`src/rtl/rr_arbiter_locking.sv`:
```
// Registered round-robin arbiter with grant locking and per-requester beat quotas.
// An owner keeps its grant until it drops its request or uses up its quota.
module rr_arbiter_locking #(
  parameter int unsigned INPUTS   = 4,
  parameter int unsigned WEIGHT_W = 3
) (
  input  logic                         clk,
  input  logic                         rst,
  input  logic [INPUTS-1:0]            req,
  input  logic                         beat,
  input  logic [INPUTS*WEIGHT_W-1:0]   weight,
  output logic [INPUTS-1:0]            grant,
  output logic                         grant_valid,
  output logic [$clog2(INPUTS)-1:0]    grant_idx
);

  localparam int unsigned IdxW = $clog2(INPUTS);
  typedef logic [IdxW-1:0] idx_t;
  localparam idx_t LastIdx = idx_t'(INPUTS - 1);

  typedef enum logic [0:0] {StIdle, StLocked} state_e;

  state_e               state_q, state_d;
  idx_t                 ptr_q, ptr_d;
  logic [WEIGHT_W-1:0]  cnt_q, cnt_d;
  logic [INPUTS-1:0]    grant_q, grant_d;
  idx_t                 idx_q, idx_d;
  logic                 valid_q, valid_d;

  logic                 sel_found;
  idx_t                 sel_idx;
  logic [WEIGHT_W-1:0]  cur_w;
  logic                 release_lock;

  // Modular add that wraps at INPUTS-1, correct for non-power-of-two sizes.
  function automatic idx_t wrap_add(idx_t base, int unsigned off);
    int unsigned s;
    s = 32'(base) + off;
    if (s >= INPUTS) s = s - INPUTS;
    return idx_t'(s);
  endfunction

  // First requester at or above ptr, wrapping around.
  always_comb begin
    sel_found = 1'b0;
    sel_idx   = '0;
    for (int unsigned k = 0; k < INPUTS; k++) begin
      if (!sel_found && req[wrap_add(ptr_q, k)]) begin
        sel_found = 1'b1;
        sel_idx   = wrap_add(ptr_q, k);
      end
    end
  end

  // Quota of the current owner, sampled live every cycle.
  always_comb begin
    cur_w = '0;
    for (int unsigned i = 0; i < INPUTS; i++) begin
      if (idx_q == idx_t'(i)) cur_w = weight[i*WEIGHT_W +: WEIGHT_W];
    end
  end

  assign release_lock = !req[idx_q] ||
                        (beat && (cur_w != '0) && (cnt_q == cur_w - WEIGHT_W'(1)));

  always_comb begin
    state_d = state_q;
    ptr_d   = ptr_q;
    cnt_d   = cnt_q;
    grant_d = grant_q;
    idx_d   = idx_q;
    valid_d = valid_q;
    unique case (state_q)
      StIdle: begin
        if (sel_found) begin
          state_d          = StLocked;
          grant_d          = '0;
          grant_d[sel_idx] = 1'b1;
          idx_d            = sel_idx;
          valid_d          = 1'b1;
          cnt_d            = '0;
        end
      end
      StLocked: begin
        if (release_lock) begin
          state_d = StIdle;
          grant_d = '0;
          idx_d   = '0;
          valid_d = 1'b0;
          cnt_d   = '0;
          ptr_d   = (idx_q == LastIdx) ? idx_t'(0) : idx_q + idx_t'(1);
        end else if (beat && (cnt_q != '1)) begin
          // Saturating so an unlimited (zero) quota never wraps the counter.
          cnt_d = cnt_q + WEIGHT_W'(1);
        end
      end
    endcase
  end

  always_ff @(posedge clk or posedge rst) begin
    if (rst) begin
      state_q <= StIdle;
      ptr_q   <= '0;
      cnt_q   <= '0;
      grant_q <= '0;
      idx_q   <= '0;
      valid_q <= 1'b0;
    end else begin
      state_q <= state_d;
      ptr_q   <= ptr_d;
      cnt_q   <= cnt_d;
      grant_q <= grant_d;
      idx_q   <= idx_d;
      valid_q <= valid_d;
    end
  end

  assign grant       = grant_q;
  assign grant_valid = valid_q;
  assign grant_idx   = idx_q;

endmodule

```
`config.mk`:
```
export PLATFORM = sky130hd
export DESIGN_NAME = rr_arbiter_locking
export DESIGN_NICKNAME = d
export VERILOG_FILES = /design/src/rtl/rr_arbiter_locking.sv
export SDC_FILE = /design/constraint.sdc
export NUM_CORES = 1
export LEC_CHECK = 0
export CAP_MARGIN = 15
export CORE_ASPECT_RATIO = 1.4
export CORE_MARGIN = 4
export CORE_UTILIZATION = 50
export CTS_CLUSTER_DIAMETER = 120
export DETAILED_ROUTE_END_ITERATION = 7
export PLACE_DENSITY_LB_ADDON = 0.15
export SKIP_CTS_REPAIR_TIMING = 1
export SLEW_MARGIN = 25
export SYNTH_ARGS = -nofsm -noshare
export SYNTH_HDL_FRONTEND = slang
export SYNTH_SLANG_ARGS = --single-unit
```
`constraint.sdc`:
```
create_clock -name clk -period 8.7 [get_ports clk]
set_clock_uncertainty 0.2 [all_clocks]
set_input_delay 2.175 -clock clk [delete_from_list [all_inputs] [get_ports clk]]
set_output_delay 2.175 -clock clk [all_outputs]
set_load 0.02 [all_outputs]
```
Yosys cells after proc, flatten, opt, wreduce, memory -nomap -nowiden. Index checks and enable logic that the tools add are counted.

Input bits: 19. Flip-flop bits (word level): 13.

Reductions and logical operators: 17. Add/sub/neg operators: 10. $lt $le $gt $ge: 11. Bitwise logic cells: 1. Mux-type cells: 45. Eq/ne operators: 8.

Operator list (count): $mux 2 (11); $mux 3 (7); $lt 2x3->1 const B (6); $mux 1 (14); $bmux 1 s2 (5); $ge 3x3->1 const B (3); $mux 4 (2); $pmux 4 s2 (1); $sub 2x1->2 const B (4); $logic_and 1x1->1 (7); $add 2x2->3 const B (2); $pmux 3 s2 (1); $reduce_and 2->1 (3); $eq 2x2->1 const B (2); $logic_not 1->1 (4); $pmux 1 s2 (2); $pmux 2 s2 (1); $add 2x1->3 const B (1); $add 3x1->3 const B (1); $eq 3x3->1 (1); $ge 2x3->1 const B (1); $ne 3x1->1 const B (1); $ne 3x3->1 const B (1); $reduce_bool 3->1 (1); 10 further kinds (10).

Depth between registers and ports, before layout. Gate-level depths: netlist of the first run.

Depth after elaboration: 20. Mapped depth: 15.

Worst setup path after synthesis of the first run. No wires, ideal clock.

Kind: input port to flip-flop. Start: in weight[3]. End: reg ptr_q[0]. Data arrival time: 3.972 ns. Stages: 9. Data required time: 8.375 ns. Path slack: 4.403 ns. Path buffers: 1. Setup time: 0.125 ns. Cells stage by stage: a211oi_1 a221o_1 ha_1 xor2_1 nand2_1 o31ai_4 and2_1 buf_6 mux2_4.

Word-level cells in the longest chain between the ends: 8.

Ends and longest elaborated chain: from (decl) (line 11) `input logic [INPUTS*WEIGHT_W-1:0] weight,`; $mux 3 (*) (3 in series) (line 59) `if (idx_q == idx_t'(i)) cur_w = weight[i*WEIGHT_W +: WEIGHT_W];`; $sub 3x1->3 / $reduce_bool 3->1 (equally long branches) (line 64) `(beat && (cur_w != '0) && (cnt_q == cur_w - WEIGHT_W'(1)));`; $eq 3x3->1 / $logic_and 1x1->1 (equally long branches) (line 64); $logic_and 1x1->1 (*) (line 64); $logic_or 1x1->1 (*) (line 63) `assign release_lock = !req[idx_q] ||`; $reduce_and 2->1 (no source line) (*); to (signal assigned) (line 110) `ptr_q <= ptr_d;`; to (decl) (line 24) `idx_t ptr_q, ptr_d;`.

Every way passes the cells marked *; elsewhere a longest branch is shown, timed or not. A chain may end at the register's enable or synchronous reset.

Final worst setup path of the first run. Same ends and word-level chain as after synthesis.

==> results.py, run 1 <==
metrics = {
    "global_routing": {
        "grt_pass1_vias": 882,
        "grt-ovfl-total": 0,
        "antenna_found_initial": 0,
        "grt_use_total_pct": 19.70,
        "grt_start_max_net_pins": 14,
        "grt_pass1_wl_mm": 3.801,
    },
    "timing": {
        "layout_worst_path_cycle_share_pct": 54.47,
        "max_freq_ghz": 0.2110,
        "fin_crit_ns": 4.739,
        "fin_ws_ns": 3.961,
        "tns_ns": 0,
        "rsz0062_at_grt": "no",
        "tightestPinTransition_ns": 0.5194,
        "slew_headroom_pct": 65.14,
        "slew_viol_final": 0,
        "finalSetupViolCount": 0,
        "hold_viol": 0,
        "whs_ns": 0.3245,
    },
    "detailed_routing": {
        "ant_nets": 0,
        "avgViaCountPerCell": 5.641,
        "drt_wl_total_mm": 2.185,
        "first_pass_iters": 4,
        "drt_iter0_markers": 8,
        "drc_errors": 0,
        "via_count": 818,
        "wl_per_cell_um": 15.07,
    },
    "pwr": {
        "peakVddDrop_uv": 197.4,
        "clkPwrFrac_pct": 9.3,
        "netSwitchingPower_mw": 0.1848,
        "switching_share_pct": 45.39,
        "power.internal_mw": 0.2223,
        "pwr-share-seq_pct": 27.4,
        "power.density_nw_per_um2": 337.8,
        "p_leak_nw": 0.5338,
        "power_frac_comb_pct": 63.3,
        "power_mw": 0.4071,
    },
    "die": {
        "rows": 18,
        "initial_utilization_pct": 52.71,
        "die_area_sq_um": 2614,
        "pin_count": 26,
        "core_area_sq_um": 1757,
        "die_x_um": 44.37,
        "die_y_um": 58.92,
    },
    "final_layout": {
        "utilization_pct": 68.59,
        "final_cell_mix": "clkdlybuf4s50_1, nand2_1, dfrtp_1",
        "final_common_cell": "clkdlybuf4s50_1",
        "final_nets": 153,
        "synthToLayoutAreaGrowth_pct": 30.14,
        "fin_area_sq_um": 1205,
        "nFillCells": 160,
        "drive_gt1_share_pct": 8.000,
        "diodes": 0,
        "instances_no_fill": 145,
    },
    "yosys": {
        "synth-edff-count": 0,
        "synthAdderAreaFrac_pct": 10.81,
        "synth.mux.area_fraction_pct": 7.838,
        "synthCells": 99,
        "ys_seq_area_share_pct": 35.14,
        "synth.area.top_cells": "dfrtp_1, ha_1, nand2_1",
        "synth_top_area_share_pct": 35.14,
        "synth_compound_area_share_pct": 19.86,
        "ys.flop_type": "dfrtp_1",
        "syn_nets": 126,
        "syn_area_sq_um": 925.9,
        "ys_warn_count": 0,
        "avgSynthCellArea_sq_um": 9.352,
        "synth-simple-area-share_pct": 18.65,
        "synth_top_family_by_area": "compound AO/OA/AOI/OAI gates",
        "yosysTopAreaCell": "dfrtp_1",
        "synthXorXnorAreaFrac_pct": 2.838,
        "ys_types": 30,
        "synthArstFlopShare_pct": 100.0,
        "ys_ff_latch": 13,
    },
    "worst_setup_path": {
        "cp.arrival_ns": 4.71,
        "cpPeakStageDelay_ns": 0.46,
        "start_kind": "input port",
        "worstPathRequired_ns": 8.67,
        "critical-path-slowest-cell": "clkdlybuf4s50_1",
        "path_class": "input port to flop",
        "worstSetupEndpointType": "flop",
        "cp_max_fo": 9,
        "path_cells": "clkdlybuf4s50_1 > a211oi_1 > a221o_1 > ha_1 > xor2_1 > nand2_1 > o31ai_4 > and2_1 > mux2_4",
    },
    "worst_hold_path": {
        "hold_path.class": "flop to flop",
    },
    "place": {
        "placed_cells": 141,
        "gp_congestion": 0.8493,
        "post-dp-hpwl_mm": 1.696,
        "io_buffers": 25,
        "place_area_sq_um": 1179,
        "dp_worst_setup_slack_ns": 3.683,
    },
    "clock_network": {
        "cts_made_buffers": 3,
        "htree_levels": 1,
        "insertion_delay_ns": 0.28,
        "clk_pin_slew_ns": 0.08,
        "cts_buffer_depth": 2,
        "cts_num_sinks": 13,
        "ctsRootBufferMaster": "clkbuf_4",
        "tritoncts": "built",
    },
    "job": {
        "cap_violations": 0,
    },
    "status": {
        "status": "complete, no violations",
    },
}
## per-layer routing
| metal | vias up | track usage [%] | routed length (um) | share of wire, % |
|---|---|---|---|---|
| met1 | 375 | 21.75 | 878 | 40 |
| met5 | - | 0 | 0 | 0 |
| met4 | 0 | 9.052 | 55 | 2.5 |
| met2 | 32 | 35.83 | 1131 | 52 |
| li1 | 406 | - | - | - |
| met3 | 5 | 3.058 | 120 | 5.5 |
## power by group through the flow
stage | logic [mW] | registers (mW) | clock network (mW)
after floorplan | 0.176 | 0.124 | 0
after global placement | 0.251 | 0.111 | 0
after detailed placement | 0.257 | 0.112 | 0
after CTS | 0.259 | 0.111 | 0.0398
after global routing | 0.287 | 0.115 | 0.0417
final | 0.258 | 0.111 | 0.0379
## registers in the layout, indices dropped and copies added (netlist names)
signal	flops
grant	4
cnt_q	3
grant_idx	2
ptr_q	2
grant_valid	1
state_q	1
## final timing paths
check	startpoint	end	slack, ns	depth (start not counted)
setup / recovery	weight[3]	ptr_q[0]	3.96	9
hold / removal	grant_valid	grant_valid	0.32	2
setup reg to reg	grant_idx[1]	ptr_q[0]	5.38	10
hold reg to reg	grant_valid	grant_valid	0.32	2
max in group asynchronous	rst	cnt_q[2]	5.98	2
min in group asynchronous	rst	grant[1]	2.00	2
## final cells by class
cell class	count	area [sq um]	share of cell area, %
flip-flops and latches	13	325.3	27.00
repair buffers	25	250.2	20.77
well taps	20	25.02	2.077
clock buffers	4	26.28	2.181
inverters	6	22.52	1.869
multi-input cells	77	555.5	46.11
## critical path: cells and delay by family
kind                       cells  cell delay (ns)
buffers and inverters          1             0.46
AOI/OAI and AO/OA              3             0.77
xor gates and xnor gates       1             0.15
adders and majority gates      1             0.31
and+or+nand+nor                2             0.50
muxes                          1             0.33
## synthesized netlist by cell type, types with 3 or more instances
cell type  number
nand2_1        14
o21ai_0         5
a21oi_1         5
inv_1           6
o22ai_1         3
a211oi_1        3
xor2_1          3
nor2_1          9
ha_1            8
dfrtp_1        13
a31o_2          3
## cells by family (layout without fill, tap and decap cells)
| kind of cell | after synthesis | after routing |
|---|---|---|
| AO/OA/AOI/OAI | 25 | 25 |
| XOR/XNOR | 3 | 3 |
| adder cells (fa/ha/maj) | 8 | 8 |
| buffers and inverters | 9 | 35 |
| flip-flops | 13 | 13 |
| multiplexers | 5 | 5 |
| AND/OR/NAND/NOR | 36 | 36 |
Power figures use the tool's default switching activity.
==> run 2: changes to the inputs <==
- CORE_UTILIZATION: 50 -> 47
- clock period: 8.7 -> 4.75 ns (I/O delays scaled with it)
==> run 2 against run 1 <==
Net effect:
- total power rose by 82%
- clock power increased by 79%
- non-clock buffer count stayed put
- largest cell class unchanged
- largest power group unchanged
- die area rose by 5.4%
- critical path depth is 1 higher
- hold slack improved by 0.014 ns
- global-route usage shrank 1.1 points
==> results.py, run 2 (synthesis results as in run 1) <==
metrics = {
    "status": {
        "status": "complete, no violations",
    },
    "detailed_routing": {
        "avgViaCountPerCell": 5.614,
        "drc_errors": 0,
        "ant_nets": 0,
        "drt_iter0_markers": 14,
        "drt_wl_total_mm": 2.143,
        "wl_per_cell_um": 14.78,
        "via_count": 814,
        "first_pass_iters": 4,
    },
    "pwr": {
        "netSwitchingPower_mw": 0.3335,
        "clkPwrFrac_pct": 9.2,
        "p_leak_nw": 0.5338,
        "power.density_nw_per_um2": 614.6,
        "switching_share_pct": 45.04,
        "peakVddDrop_uv": 399.5,
        "power.internal_mw": 0.4070,
        "pwr-share-seq_pct": 27.5,
        "power_frac_comb_pct": 63.3,
    },
    "timing": {
        "hold_viol": 0,
        "max_freq_ghz": 0.2692,
        "rsz0062_at_grt": "no",
        "tns_ns": 0,
        "layout_worst_path_cycle_share_pct": 78.19,
        "tightestPinTransition_ns": 0.5200,
        "finalSetupViolCount": 0,
        "fin_ws_ns": 1.036,
        "fin_crit_ns": 3.714,
        "slew_viol_final": 0,
        "slew_headroom_pct": 65.10,
        "whs_ns": 0.3386,
    },
    "final_layout": {
        "largest_reg_flops": 4,
        "synthToLayoutAreaGrowth_pct": 30.14,
        "final_common_cell": "clkdlybuf4s50_1",
        "instances_no_fill": 145,
        "diodes": 0,
        "utilization_pct": 66.05,
        "final_cell_mix": "clkdlybuf4s50_1, nand2_1, dfrtp_1",
        "final_nets": 153,
        "drive_gt1_share_pct": 8.000,
    },
    "worst_setup_path": {
        "worstSetupEndpointType": "flop",
        "r2r_start": "grant_idx[1]",
        "worstPathRequired_ns": 4.72,
        "path_class": "input port to flop",
        "cp.arrival_ns": 3.68,
        "regToRegSetupSlack_ns": 1.49,
        "cp_max_fo": 9,
        "start_kind": "input port",
        "r2r_cells": 11,
        "rr_endpoint": "ptr_q[0]",
    },
    "die": {
        "pin_count": 26,
        "rows": 18,
        "initial_utilization_pct": 50.75,
        "die_x_um": 45.51,
        "core_area_sq_um": 1824,
        "die_area_sq_um": 2754,
        "die_y_um": 60.52,
    },
    "clock_network": {
        "cts_buffer_depth": 2,
        "cts_num_sinks": 13,
        "cts_made_buffers": 3,
        "clk_pin_slew_ns": 0.08,
        "tritoncts": "built",
        "insertion_delay_ns": 0.28,
        "htree_levels": 1,
        "ctsRootBufferMaster": "clkbuf_4",
    },
    "global_routing": {
        "antenna_found_initial": 0,
        "grt_pass1_wl_mm": 3.760,
        "grt-ovfl-total": 0,
        "grt_pass1_vias": 869,
        "grt_use_total_pct": 18.63,
        "grt_start_max_net_pins": 14,
    },
    "worst_hold_path": {
        "hold_depth": 2,
        "hp-start": "grant_valid",
        "min_delay_worst_endpoint": "grant_valid",
        "hold_path.class": "flop to flop",
    },
    "place": {
        "gp_congestion": 0.8358,
        "post-dp-hpwl_mm": 1.678,
        "dp_worst_setup_slack_ns": 0.7377,
        "io_buffers": 25,
        "placed_cells": 141,
    },
    "job": {
        "cap_violations": 0,
    },
}
-- run 2: cell counts in the layout (fill, tap and decap cells not counted) --
No cell type changed its count.
-- run 2: how the worst max path moves through the flow --
stage,slack (ns),from,depth (start not counted),end
2_1_floorplan,1.44,weight[3],9,ptr_q[0]
3_3_place_gp,0.77,weight[0],10,ptr_q[1]
3_5_place_dp,0.74,weight[0],10,ptr_q[0]
4_1_cts,1.04,weight[0],10,ptr_q[0]
5_1_grt,0.77,weight[1],12,ptr_q[1]
6_report,1.04,weight[0],10,ptr_q[0]
-- run 2: worst max-delay path: stages --
cell and delay [ns]:
clkdlybuf4s50_1 0.46, nand3b_1 0.10, a221o_1 0.36, ha_1 0.24, xor2_1 0.15, nor2_1 0.09, mux2i_1 0.11, o31ai_4 0.27
and2_1 0.39, mux2_4 0.33
-- run 2: layout make-up --
cell class,instances,area (sq um)
clock buffers,4,26.28
fillers,161,619.3
inverters,6,22.52
multi-input cells,77,555.5
flip-flops and latches,13,325.3
well taps,20,25.02
repair buffers,25,250.2
-- run 2: power by group through the flow --
stage / logic [mW] / clock network, mW / registers [mW]
3_5_place_dp: 0.469 / 0 / 0.206
2_1_floorplan: 0.323 / 0 / 0.227
4_1_cts: 0.473 / 0.0710 / 0.204
6_report: 0.469 / 0.0679 / 0.204
5_1_grt: 0.522 / 0.0754 / 0.211
3_3_place_gp: 0.460 / 0 / 0.203
-- run 2: metrics by stage --
step / total power [mW] / instance area [sq um]
2_1_floorplan: 0.5503 / 925.9
3_3_place_gp: 0.6630 / 1179
3_5_place_dp: 0.6749 / 1179
4_1_cts: 0.7483 / 1205
5_1_grt: 0.8078 / 1205
6_report: 0.7405 / 1205
-- run 2: per-layer routing --
layer / routed length, um / global-route usage, % / vias up / share of wire, %
li1: - / - / 406 / -
met1: 923 / 21.42 / 381 / 43
met2: 1092 / 32.73 / 23 / 51
met3: 100 / 2.967 / 4 / 4.7
met4: 27 / 8.787 / 0 / 1.3
met5: 0 / 0 / - / 0
==> run 3: changes to the inputs <==
- CORE_UTILIZATION: 47 -> 42
- clock period: 4.75 -> 3.1 ns (I/O delays scaled with it)
==> run 3 against run 2 <==
Net effect:
- non-clock buffer count is 9 higher
- hold slack worse by 0.019 ns
- global-route usage is 3.5 points lower
- register-to-register slack worse by 1.4 ns
- first-iteration DRC count is 29% lower
- die area is 10% higher
- combinational power is 91% higher
- highest routed layer unchanged
==> results.py, run 3 (synthesis results as in run 1) <==
metrics = {
    "place": {
        "io_buffers": 25,
        "post-dp-hpwl_mm": 1.655,
        "gp_congestion": 0.7786,
        "place_area_sq_um": 1225,
        "dp_worst_setup_slack_ns": -0.3362,
    },
    "timing": {
        "fin_ws_ns": 0.1350,
        "max_freq_ghz": 0.3373,
        "hold_viol": 0,
        "finalSetupViolCount": 0,
        "tightestPinTransition_ns": 0.4953,
        "slew_viol_final": 0,
        "slew_headroom_pct": 66.94,
        "rsz0062_at_grt": "no",
        "whs_ns": 0.3200,
        "layout_worst_path_cycle_share_pct": 95.65,
        "fin_crit_ns": 2.965,
    },
    "pwr": {
        "peakVddDrop_uv": 672.2,
        "power_mw": 1.298,
        "power.density_nw_per_um2": 982.5,
        "p_leak_nw": 0.6305,
    },
    "final_layout": {
        "fin_area_sq_um": 1321,
        "synthToLayoutAreaGrowth_pct": 42.70,
        "nFillCells": 166,
        "diodes": 0,
        "utilization_pct": 65.39,
        "final_nets": 162,
        "drive_gt1_share_pct": 21.64,
        "final_common_cell": "clkdlybuf4s50_1",
        "largest_reg_flops": 4,
        "final_cell_mix": "clkdlybuf4s50_1, nand2_1, dfrtp_1",
    },
    "global_routing": {
        "grt_pass1_vias": 860,
        "grt-ovfl-total": 0,
        "grt_pass1_wl_mm": 3.429,
        "grt_use_total_pct": 15.17,
        "antenna_found_initial": 0,
        "grt_start_max_net_pins": 14,
    },
    "worst_setup_path": {
        "start_kind": "flop",
        "r2r_cells": 10,
        "rr_endpoint": "ptr_q[1]",
        "cp-startpoint": "grant_idx[1]",
        "path_class": "flop to flop",
        "worstPathRequired_ns": 3.07,
        "r2r_start": "grant_idx[1]",
        "crit_end": "ptr_q[1]",
        "cp_max_fo": 6,
        "cp.arrival_ns": 2.93,
        "regToRegSetupSlack_ns": 0.13,
        "worstSetupEndpointType": "flop",
    },
    "die": {
        "die_y_um": 63.56,
        "initial_utilization_pct": 45.82,
        "rows": 19,
        "die_x_um": 47.68,
        "core_area_sq_um": 2021,
        "die_area_sq_um": 3030,
        "pin_count": 26,
    },
    "status": {
        "status": "complete, no violations",
    },
    "clock_network": {
        "tritoncts": "built",
        "insertion_delay_ns": 0.27,
        "cts_made_buffers": 3,
        "clk_pin_slew_ns": 0.08,
        "cts_num_sinks": 13,
        "ctsRootBufferMaster": "clkbuf_4",
        "cts_buffer_depth": 2,
        "htree_levels": 1,
    },
    "detailed_routing": {
        "drc_errors": 0,
        "first_pass_iters": 3,
        "via_count": 835,
        "wl_per_cell_um": 14.26,
        "drt_wl_total_mm": 2.210,
        "ant_nets": 0,
        "drt_iter0_markers": 10,
        "avgViaCountPerCell": 5.387,
    },
    "job": {
        "cap_violations": 0,
    },
    "worst_hold_path": {
        "hold_path.class": "flop to flop",
    },
}
-- run 3: changes by cell type in the layout (fill, tap and decap cells not counted), moves of 4 or more --
cell             before  now
buf_4                 0    9
clkdlybuf4s50_1      25   19
dlymetal6s2s_1        0    6
ha_1                  8    4
ha_2                  0    4
-- run 3: through the flow --
stage               setup TNS, ns  std cells
finish                          0        155
global route                    0        155
CTS                       -0.1400        152
detailed placement         -3.155        148
global placement           -2.700        148
floorplan                       0         99
-- run 3: worst min path at each step --
stage	cells past startpoint	endpoint	from
after detailed placement	2	grant_valid	grant_valid
after global placement	2	grant_valid	grant_valid
after global routing	1	ptr_q[0]	ptr_q[0]
after CTS	2	grant_valid	grant_valid
after floorplan	1	ptr_q[0]	ptr_q[0]
final	2	grant_valid	grant_valid
-- run 3: metal layers --
| metal | GRT usage, % | vias up | share of wire (%) | routed length [um] |
|---|---|---|---|---|
| met3 | 3.134 | 5 | 7.4 | 163 |
| met5 | 0 | - | 0 | 0 |
| met2 | 25.83 | 25 | 49 | 1093 |
| met1 | 16.73 | 380 | 41 | 912 |
| li1 | - | 425 | - | - |
| met4 | 7.071 | 0 | 1.9 | 41 |
-- run 3: worst max-delay path: stages, from the launching register on --
cell	delay, ns
dfrtp_1	0.39
buf_4	0.15
ha_1	0.26
a221o_1	0.42
ha_2	0.20
xor2_2	0.15
nor2_1	0.14
mux2i_2	0.11
o31ai_4	0.32
and2_4	0.23
mux2_4	0.30
-- run 3: layout make-up --
type                       count  area, sq um  share of cell area (%)
clock buffer                   4        26.28                   1.989
sequential                    13        325.3                   24.62
timing repair buffer          34        332.8                   25.19
tap                           21        26.28                   1.989
multi-input combinational     77        588.1                   44.51
inverter                       6        22.52                   1.705
-- run 3: power breakdown --
part	switching [mW]	leakage (nW)	total (mW)	internal, mW
clock network	0.0548	0.0150	0.105	0.0499
registers	0.0563	0.166	0.295	0.239
logic	0.442	0.449	0.898	0.456
